**src/rtl/chacha_round_ctrl.sv**
```systemverilog
// Sequencer for a ChaCha block core: runs LOAD, ROUNDS rounds, feed-forward ADD and an OUT
// handshake for each block of a run, stepping the block counter between blocks.
module chacha_round_ctrl #(
  parameter int unsigned ROUNDS = 20,
  parameter int unsigned CTR_W  = 32
) (
  input  logic             clock,
  input  logic             reset,
  input  logic             start,
  input  logic [7:0]       nblocks,
  input  logic [CTR_W-1:0] ctr_init,
  input  logic             out_ready,
  output logic             busy,
  output logic             load_state,
  output logic [CTR_W-1:0] blk_ctr,
  output logic             round_en,
  output logic             diag,
  output logic [4:0]       round_idx,
  output logic             add_en,
  output logic             out_valid,
  output logic             done
);

  typedef enum logic [2:0] {
    StIdle,
    StLoad,
    StRound,
    StAdd,
    StOut,
    StFin
  } state_e;

  localparam logic [4:0] LastIdx = 5'(ROUNDS - 1);

  state_e           state_q, state_d;
  logic [7:0]       remain_q, remain_d;
  logic [CTR_W-1:0] ctr_q, ctr_d;
  logic [4:0]       idx_q, idx_d;

  logic busy_q, load_q, round_q, add_q, valid_q, done_q;

  always_comb begin
    state_d  = state_q;
    remain_d = remain_q;
    ctr_d    = ctr_q;
    idx_d    = idx_q;
    unique case (state_q)
      StIdle: begin
        if (start && (nblocks != 8'd0)) begin
          state_d  = StLoad;
          remain_d = nblocks;
          ctr_d    = ctr_init;
        end
      end
      StLoad: begin
        state_d = StRound;
        idx_d   = '0;
      end
      StRound: begin
        if (idx_q == LastIdx) begin
          state_d = StAdd;
          idx_d   = '0;
        end else begin
          idx_d = idx_q + 5'd1;
        end
      end
      StAdd: state_d = StOut;
      StOut: begin
        if (out_ready) begin
          if (remain_q > 8'd1) begin
            state_d  = StLoad;
            remain_d = remain_q - 8'd1;
            // Counter wraps silently at 2^CTR_W.
            ctr_d    = ctr_q + CTR_W'(1);
          end else begin
            state_d = StFin;
          end
        end
      end
      StFin:   state_d = StIdle;
      default: state_d = StIdle;
    endcase
  end

  // Strobes are registered from the next state so no input reaches an output combinationally.
  always_ff @(posedge clock) begin
    if (reset) begin
      state_q  <= StIdle;
      remain_q <= '0;
      ctr_q    <= '0;
      idx_q    <= '0;
      busy_q   <= 1'b0;
      load_q   <= 1'b0;
      round_q  <= 1'b0;
      add_q    <= 1'b0;
      valid_q  <= 1'b0;
      done_q   <= 1'b0;
    end else begin
      state_q  <= state_d;
      remain_q <= remain_d;
      ctr_q    <= ctr_d;
      idx_q    <= idx_d;
      busy_q   <= (state_d != StIdle);
      load_q   <= (state_d == StLoad);
      round_q  <= (state_d == StRound);
      add_q    <= (state_d == StAdd);
      valid_q  <= (state_d == StOut);
      done_q   <= (state_d == StFin);
    end
  end

  assign busy       = busy_q;
  assign load_state = load_q;
  assign round_en   = round_q;
  assign add_en     = add_q;
  assign out_valid  = valid_q;
  assign done       = done_q;
  assign blk_ctr    = ctr_q;
  assign round_idx  = idx_q;
  assign diag       = idx_q[0];

endmodule

```
**config.mk**
```make
export PLATFORM = sky130hd
export DESIGN_NAME = chacha_round_ctrl
export DESIGN_NICKNAME = d
export VERILOG_FILES = /design/src/rtl/chacha_round_ctrl.sv
export SDC_FILE = /design/constraint.sdc
export NUM_CORES = 1
export LEC_CHECK = 0
export BUFFER_PORTS_ARGS = -buffer_cell sky130_fd_sc_hd__buf_2
export CORE_MARGIN = 5
export CORE_UTILIZATION = 39
export CTS_CLUSTER_DIAMETER = 120
export DETAILED_ROUTE_END_ITERATION = 16
export PLACE_DENSITY = 0.65
export SYNTH_ARGS = -nofsm -noshare
export SYNTH_HDL_FRONTEND = slang
export SYNTH_SLANG_ARGS = --single-unit
```
**constraint.sdc**
```tcl
create_clock -name clock -period 6.1 [get_ports clock]
set_input_delay 0.61 -clock clock [delete_from_list [all_inputs] [get_ports clock]]
set_output_delay 0.61 -clock clock [all_outputs]
set_load 0.03 [all_outputs]
```
==> metrics.txt, run 1 <==
# TYPE chip_impl_metric gauge
chip_impl_metric{name="fin_crit",unit="ns"} 2.85
chip_impl_metric{name="proportion_of_layout_cells_with_a_drive_suffix_above_1",unit=""} 0.218
chip_impl_info{name="crit_start",value="nblocks[4]"} 1
chip_impl_info{name="synth_common_cells",value="sky130_fd_sc_hd__nand2_1, sky130_fd_sc_hd__dfxtp_1, sky130_fd_sc_hd__a21oi_1"} 1
chip_impl_metric{name="layoutNonFillerInstCount",unit=""} 623
chip_impl_metric{name="detail_route.vias_per_cell",unit=""} 5.85
chip_impl_metric{name="p_seq_frac",unit=""} 0.410
chip_impl_metric{name="die_w",unit="um"} 102
chip_impl_metric{name="synth_top_cell_area_share",unit=""} 0.325
chip_impl_metric{name="worst_skew_pair.late_latency",unit="ns"} 0.31
chip_impl_metric{name="pwr-share-clk",unit=""} 0.251
chip_impl_metric{name="antenna-diode-count",unit=""} 0
chip_impl_metric{name="start_util",unit=""} 0.402
chip_impl_metric{name="htree_num_levels",unit=""} 2
chip_impl_info{name="worstSetupPathType",value="in2reg"} 1
chip_impl_metric{name="wl_per_cell",unit="um"} 16.0
chip_impl_info{name="critical_path_destination",value="blk_ctr[27]$_SDFFE_PP0P_"} 1
chip_impl_metric{name="dieArea",unit="mm2"} 0.0105
chip_impl_metric{name="coreArea",unit="mm2"} 0.00826
chip_impl_metric{name="dpl_cell_area",unit="mm2"} 0.00375
chip_impl_metric{name="final-max-slew-violation-count",unit=""} 0
chip_impl_metric{name="grt_antenna_before_repair",unit=""} 0
chip_impl_info{name="path_type_of_the_worst_min_delay_path",value="reg2reg"} 1
chip_impl_metric{name="ir_drop",unit="mV"} 0.117
chip_impl_metric{name="synthesis.area",unit="mm2"} 0.00332
chip_impl_info{name="worstPathCellList",value="buf_2, or4_1, o2111ai_1, nand2_1, o2111a_1"} 1
chip_impl_info{name="worst_reg2reg_startpoint",value="remain_q[4]$_SDFFE_PP0P_"} 1
chip_impl_metric{name="final_layout_worst_hold_slack",unit="ns"} 0.497
chip_impl_metric{name="placementRows",unit=""} 33
chip_impl_metric{name="numPlacedInstances",unit=""} 615
chip_impl_metric{name="synth.net_count",unit=""} 501
chip_impl_metric{name="post-place-ws",unit="ns"} 2.91
chip_impl_metric{name="regToRegSetupSlack",unit="ns"} 3.37
chip_impl_info{name="grt_setup_unrepaired",value="no"} 1
chip_impl_metric{name="syn_avg_cell_area",unit="um2"} 7.33
chip_impl_metric{name="cts_inserted_buffers",unit=""} 5
chip_impl_metric{name="setup-tns-final",unit="ns"} 0
chip_impl_metric{name="timing.reg2reg.worst_path_depth",unit=""} 4
chip_impl_metric{name="leakage",unit="uW"} 0.00163
chip_impl_metric{name="drc_errors",unit=""} 0
chip_impl_metric{name="fp.dieH",unit="um"} 102
chip_impl_metric{name="cap_violations",unit=""} 0
chip_impl_metric{name="ctsResizeCount",unit=""} 0
chip_impl_metric{name="synth_cell_type_count",unit=""} 56
chip_impl_metric{name="synth-seq-area-share",unit=""} 0.325
chip_impl_metric{name="post_cts_hold_buffer_count",unit=""} 0
chip_impl_metric{name="finalHoldViolations",unit=""} 0
chip_impl_metric{name="grt_first_pass_wirelength",unit="um"} 16000
chip_impl_metric{name="tightest_slew",unit="ns"} 1.13
chip_impl_info{name="outcome",value="finished clean"} 1
chip_impl_info{name="most_frequent_cell_after_synthesis",value="sky130_fd_sc_hd__nand2_1"} 1
chip_impl_metric{name="fin_worst_skew",unit="ns"} 0.00897
chip_impl_metric{name="yosysWarningCount",unit=""} 0
chip_impl_metric{name="p_switching",unit="uW"} 475
chip_impl_metric{name="tritoncts_num_sinks",unit=""} 54
chip_impl_info{name="timing.critical_path.to_type",value="flip-flop"} 1
chip_impl_metric{name="synthToLayoutAreaGrowth",unit="%"} 17.2
chip_impl_info{name="clock_tree_from_tritoncts",value="yes"} 1
chip_impl_metric{name="via_count_of_the_first_global_routing_pass",unit=""} 3201
chip_impl_metric{name="drt_iter0_markers",unit=""} 261
chip_impl_metric{name="route.vias.total",unit=""} 3645
chip_impl_metric{name="global_route.usage.total",unit=""} 0.187
chip_impl_info{name="synth_ff_type",value="sky130_fd_sc_hd__dfxtp_1"} 1
chip_impl_info{name="synthTopCellsByArea",value="sky130_fd_sc_hd__dfxtp_1, sky130_fd_sc_hd__nand2_1, sky130_fd_sc_hd__a21oi_1, sky130_fd_sc_hd__nor2_1, sky130_fd_sc_hd__o21ai_0"} 1
chip_impl_metric{name="cts-root-to-sink-buffers",unit=""} 2
chip_impl_metric{name="synth-async-reset-ratio",unit=""} 0
chip_impl_metric{name="power.combinational.fraction",unit=""} 0.339
chip_impl_metric{name="hpwlAfterDp",unit="um"} 6970
chip_impl_metric{name="clkTransAtPathRegs",unit="ns"} 0.10
chip_impl_metric{name="synth_enable_flop_cells",unit=""} 0
chip_impl_metric{name="detail-route-antenna-nets",unit=""} 0
chip_impl_metric{name="routabilityCongestion",unit=""} 0.860
chip_impl_metric{name="postCtsSetupBuffers",unit=""} 0
chip_impl_metric{name="largest_net_degree_at_the_start_of_global_routing",unit=""} 84
chip_impl_info{name="r2r_end",value="blk_ctr[27]$_SDFFE_PP0P_"} 1
chip_impl_metric{name="critical_path.max_fanout",unit=""} 31
chip_impl_info{name="netlist.top_cell.by_area",value="sky130_fd_sc_hd__dfxtp_1"} 1
chip_impl_metric{name="power.share.switching",unit=""} 0.399
chip_impl_metric{name="fin_ws",unit="ns"} 3.25
chip_impl_metric{name="slew-limit-headroom",unit=""} 0.244
chip_impl_info{name="cts_root_buf",value="sky130_fd_sc_hd__clkbuf_8"} 1
chip_impl_metric{name="nets",unit=""} 565
chip_impl_metric{name="placement.io_buffers",unit=""} 87
chip_impl_metric{name="drt_pass_1_iters",unit=""} 5
chip_impl_metric{name="max_freq",unit="MHz"} 351
chip_impl_metric{name="cp_slowest_stage_delay",unit="ns"} 0.78
chip_impl_metric{name="timing.final.setup_violations",unit=""} 0
chip_impl_metric{name="final.period_utilization",unit=""} 0.468
chip_impl_metric{name="globalRoute.totalOverflow",unit=""} 0
chip_impl_metric{name="arrival",unit="ns"} 3.06
chip_impl_metric{name="instance_count_of_the_mapped_netlist",unit=""} 453
chip_impl_info{name="critical_path.startpoint_type",value="input pin"} 1
chip_impl_metric{name="ys_ff_latch",unit=""} 54
chip_impl_metric{name="timing.critical_path.required",unit="ns"} 6.30
chip_impl_metric{name="finish.instance_area",unit="mm2"} 0.00389
chip_impl_info{name="critical_path_s_slowest_cell",value="sky130_fd_sc_hd__nand2_1"} 1
chip_impl_metric{name="int_power",unit="uW"} 717
chip_impl_metric{name="post_route_wl",unit="um"} 9960
chip_impl_metric{name="number_of_top_level_pins",unit=""} 88
chip_impl_metric{name="pwr_density_cell",unit="mW/mm2"} 306
-- final cells by class --
type / count / area, um2
well taps: 105 / 131
fillers: 867 / 4360
multi-input cells: 355 / 2040
repair buffers: 91 / 465
inverters: 10 / 37.5
clock buffers: 6 / 82.6
clock inverters: 2 / 60.1
flip-flops and latches: 54 / 1080
-- cells by family after synthesis --
| logic type | share of synthesized area |
|---|---|
| flops | 0.325 |
| buf+inv | 0.0618 |
| compound gates | 0.279 |
| simple gates | 0.307 |
| xor+xnor | 0.00264 |
| mux | 0.00904 |
| fa+ha+maj | 0.0151 |
-- sequential cells by signal, indices dropped and copies added (netlist names), 3 cells and up --
name / count
round_idx: 5
state_q: 3
remain_q: 8
blk_ctr: 32
-- routing by layer --
metal / vias to the layer above / GRT usage / share of wire
met3: 11 / 0.0348 / 0.072
met2: 125 / 0.286 / 0.45
li1: 1801 / - / -
met5: - / 0 / 0
met1: 1708 / 0.273 / 0.47
met4: 0 / 0.0414 / 0.012
-- stage by stage --
stage,total power [uW],util
after floorplan,790,-
after global placement,893,0.454
after detailed placement,899,0.454
after CTS,1200,0.472
after global routing,1260,0.472
final,1190,0.472
-- worst min-delay path by stage --
stage | cells after the start | endpoint | start
2_1_floorplan | 2 | remain_q[7]$_SDFFE_PP0P_ | remain_q[7]$_SDFFE_PP0P_
3_3_place_gp | 2 | remain_q[1]$_SDFFE_PP0P_ | remain_q[1]$_SDFFE_PP0P_
3_5_place_dp | 2 | remain_q[1]$_SDFFE_PP0P_ | remain_q[1]$_SDFFE_PP0P_
4_1_cts | 2 | remain_q[1]$_SDFFE_PP0P_ | remain_q[1]$_SDFFE_PP0P_
5_1_grt | 2 | remain_q[1]$_SDFFE_PP0P_ | remain_q[1]$_SDFFE_PP0P_
6_report | 2 | remain_q[1]$_SDFFE_PP0P_ | remain_q[1]$_SDFFE_PP0P_
-- cell usage in the layout, fill, tap and decap left out, types with 5 or more instances in the layout --
cell type                   n
sky130_fd_sc_hd__or3_1      5
sky130_fd_sc_hd__nor3_1     8
sky130_fd_sc_hd__inv_1     10
sky130_fd_sc_hd__nand2_1   67
sky130_fd_sc_hd__nor2_1    41
sky130_fd_sc_hd__nand4_1   14
sky130_fd_sc_hd__o21ai_0   30
sky130_fd_sc_hd__a31oi_1   13
sky130_fd_sc_hd__o31ai_1   15
sky130_fd_sc_hd__clkbuf_8   6
sky130_fd_sc_hd__nand3_1   20
sky130_fd_sc_hd__a21oi_1   48
sky130_fd_sc_hd__nand3b_1   5
sky130_fd_sc_hd__a22o_1     5
sky130_fd_sc_hd__nor4_1     6
sky130_fd_sc_hd__buf_2     87
sky130_fd_sc_hd__dfxtp_1   54
sky130_fd_sc_hd__and3_1     9
-- power by group through the flow --
stage,logic (uW),clock network (uW),registers [uW]
final,404,300,489
after global routing,444,317,499
after CTS,407,303,486
after detailed placement,405,0,494
after global placement,400,0,492
after floorplan,243,0,548
-- worst max-delay path, delay by kind of cell --
family | cells | cell delay, ns
AO/OA/AOI/OAI | 2 | 0.97
AND/OR/NAND/NOR | 2 | 1.35
buffers and inverters | 1 | 0.10
Power figures use the tool's default switching activity.
==> inputs of run 2 (changes only) <==
- PLACE_DENSITY: 0.65 -> 0.67
- clock period: 6.1 -> 2.4 ns (I/O delays scaled with it)
==> metrics.txt, run 2 (synthesized netlist as in run 1, its figures left out) <==
# TYPE chip_impl_metric gauge
chip_impl_metric{name="global_route.usage.total",unit=""} 0.194
chip_impl_metric{name="final.period_utilization",unit=""} 0.900
chip_impl_metric{name="slew-limit-headroom",unit=""} 0.619
chip_impl_metric{name="critical_path.max_fanout",unit=""} 25
chip_impl_metric{name="coreArea",unit="mm2"} 0.00826
chip_impl_metric{name="final-max-slew-violation-count",unit=""} 0
chip_impl_info{name="worstSetupPathType",value="reg2reg"} 1
chip_impl_metric{name="finalHoldViolations",unit=""} 0
chip_impl_info{name="min-delay-start",value="ctr_init[1]"} 1
chip_impl_metric{name="route.vias.total",unit=""} 3708
chip_impl_info{name="grt_setup_unrepaired",value="no"} 1
chip_impl_metric{name="placementRows",unit=""} 33
chip_impl_info{name="path_type_of_the_worst_min_delay_path",value="in2reg"} 1
chip_impl_metric{name="routabilityCongestion",unit=""} 0.863
chip_impl_metric{name="antenna-diode-count",unit=""} 0
chip_impl_metric{name="detail_route.vias_per_cell",unit=""} 5.77
chip_impl_info{name="crit_start",value="state_q[2]$_SDFF_PP0_"} 1
chip_impl_info{name="layout.cells.most_common",value="sky130_fd_sc_hd__buf_2"} 1
chip_impl_metric{name="setup-tns-final",unit="ns"} 0
chip_impl_metric{name="dpl_cell_area",unit="mm2"} 0.00390
chip_impl_metric{name="via_count_of_the_first_global_routing_pass",unit=""} 3283
chip_impl_metric{name="timing.critical_path.required",unit="ns"} 2.64
chip_impl_metric{name="number_of_top_level_pins",unit=""} 88
chip_impl_metric{name="hpwlAfterDp",unit="um"} 7460
chip_impl_metric{name="tritoncts_num_sinks",unit=""} 54
chip_impl_info{name="final_cell_mix",value="sky130_fd_sc_hd__buf_2, sky130_fd_sc_hd__nand2_1, sky130_fd_sc_hd__dfxtp_1"} 1
chip_impl_info{name="timing.critical_path.to_type",value="flip-flop"} 1
chip_impl_metric{name="postCtsSetupBuffers",unit=""} 0
chip_impl_metric{name="ctsResizeCount",unit=""} 0
chip_impl_metric{name="fin_worst_skew",unit="ns"} 0.0102
chip_impl_info{name="cts_root_buf",value="sky130_fd_sc_hd__clkbuf_8"} 1
chip_impl_metric{name="clkTransAtPathRegs",unit="ns"} 0.10
chip_impl_metric{name="nets",unit=""} 585
chip_impl_metric{name="detail-route-antenna-nets",unit=""} 0
chip_impl_metric{name="wl_per_cell",unit="um"} 15.9
chip_impl_metric{name="cts-root-to-sink-buffers",unit=""} 2
chip_impl_metric{name="die_w",unit="um"} 102
chip_impl_metric{name="dieArea",unit="mm2"} 0.0105
chip_impl_metric{name="largest_net_degree_at_the_start_of_global_routing",unit=""} 29
chip_impl_metric{name="cts_inserted_buffers",unit=""} 5
chip_impl_info{name="critical_path.startpoint_type",value="flip-flop"} 1
chip_impl_metric{name="grt_antenna_before_repair",unit=""} 0
chip_impl_metric{name="globalRoute.totalOverflow",unit=""} 0
chip_impl_info{name="clock_tree_from_tritoncts",value="yes"} 1
chip_impl_metric{name="finish.instance_area",unit="mm2"} 0.00399
chip_impl_metric{name="drt_iter0_markers",unit=""} 199
chip_impl_metric{name="ir_drop",unit="mV"} 0.263
chip_impl_metric{name="post_cts_hold_buffer_count",unit=""} 0
chip_impl_metric{name="drt_pass_1_iters",unit=""} 4
chip_impl_metric{name="met2_resource_use_gr",unit=""} 0.309
chip_impl_metric{name="placement.io_buffers",unit=""} 87
chip_impl_metric{name="groute.layer.met3.usage",unit=""} 0.0341
chip_impl_metric{name="start_util",unit=""} 0.402
chip_impl_info{name="worst_reg2reg_startpoint",value="state_q[2]$_SDFF_PP0_"} 1
chip_impl_metric{name="drc_errors",unit=""} 0
chip_impl_info{name="outcome",value="finished clean"} 1
chip_impl_metric{name="pwr_density_cell",unit="mW/mm2"} 721
chip_impl_info{name="top_usage_layer",value="met2"} 1
chip_impl_metric{name="fin_crit",unit="ns"} 2.16
chip_impl_metric{name="htree_num_levels",unit=""} 2
chip_impl_metric{name="cap_violations",unit=""} 0
chip_impl_metric{name="timing.final.setup_violations",unit=""} 0
chip_impl_metric{name="tightest_slew",unit="ns"} 0.571
chip_impl_metric{name="grt_first_pass_wirelength",unit="um"} 16400
chip_impl_metric{name="globalRouteMet1Util",unit=""} 0.266
chip_impl_metric{name="fp.dieH",unit="um"} 102
chip_impl_metric{name="proportion_of_layout_cells_with_a_drive_suffix_above_1",unit=""} 0.245
chip_impl_metric{name="worst_skew_pair.late_latency",unit="ns"} 0.32
chip_impl_metric{name="synthToLayoutAreaGrowth",unit="%"} 20.2
chip_impl_metric{name="arrival",unit="ns"} 2.40
chip_impl_metric{name="largest_register_ff_count",unit=""} 32
chip_impl_metric{name="final_layout_worst_hold_slack",unit="ns"} 0.185
chip_impl_metric{name="max_freq",unit="MHz"} 463
chip_impl_metric{name="leakage",unit="uW"} 0.00171
chip_impl_metric{name="post_route_wl",unit="um"} 10200
run 2: cell type report:
class / count / area [um2]
inverter: 10 / 37.5
fill: 855 / 4270
tap: 105 / 131
clock inverter: 1 / 5.00
multi-input combinational: 355 / 2040
timing repair buffer: 111 / 616
clock buffer: 7 / 86.3
sequential: 54 / 1080
run 2: path summary, 6_finish.rpt:
check,to,slack (ns),depth (start not counted)
setup reg to reg,remain_q[5]$_SDFFE_PP0P_,0.24,5
hold / removal,blk_ctr[1]$_SDFFE_PP0P_,0.19,3
setup / recovery,remain_q[5]$_SDFFE_PP0P_,0.24,5
hold reg to reg,remain_q[7]$_SDFFE_PP0P_,0.49,2
run 2: report_power, final:
part | switching (uW) | internal (uW) | total (uW)
Clock | 319 | 234 | 553
Sequential | 173 | 1030 | 1210
Combinational | 726 | 393 | 1120
run 2: worst max-delay path: stages, from the launching register on:
cell	delay, ns
sky130_fd_sc_hd__dfxtp_1	0.50
sky130_fd_sc_hd__or3b_2	0.75
sky130_fd_sc_hd__buf_4	0.30
sky130_fd_sc_hd__o41ai_1	0.32
sky130_fd_sc_hd__nand2_1	0.09
sky130_fd_sc_hd__a21oi_1	0.13
run 2: per-stage QoR:
stage               power, uW  std cells  utilization  setup slack (ns)
floorplan                2010        453            -             0.207
global placement         2320        635        0.472             0.293
detailed placement       2340        635        0.472             0.274
CTS                      2890        643        0.483             0.247
global route             3060        643        0.483            0.0829
finish                   2880        643        0.483             0.240
run 2: layer usage:
metal | part of all wire | up-vias
met5 | 0 | -
met4 | 0.017 | 0
met3 | 0.064 | 13
met2 | 0.47 | 123
met1 | 0.45 | 1728
li1 | - | 1844
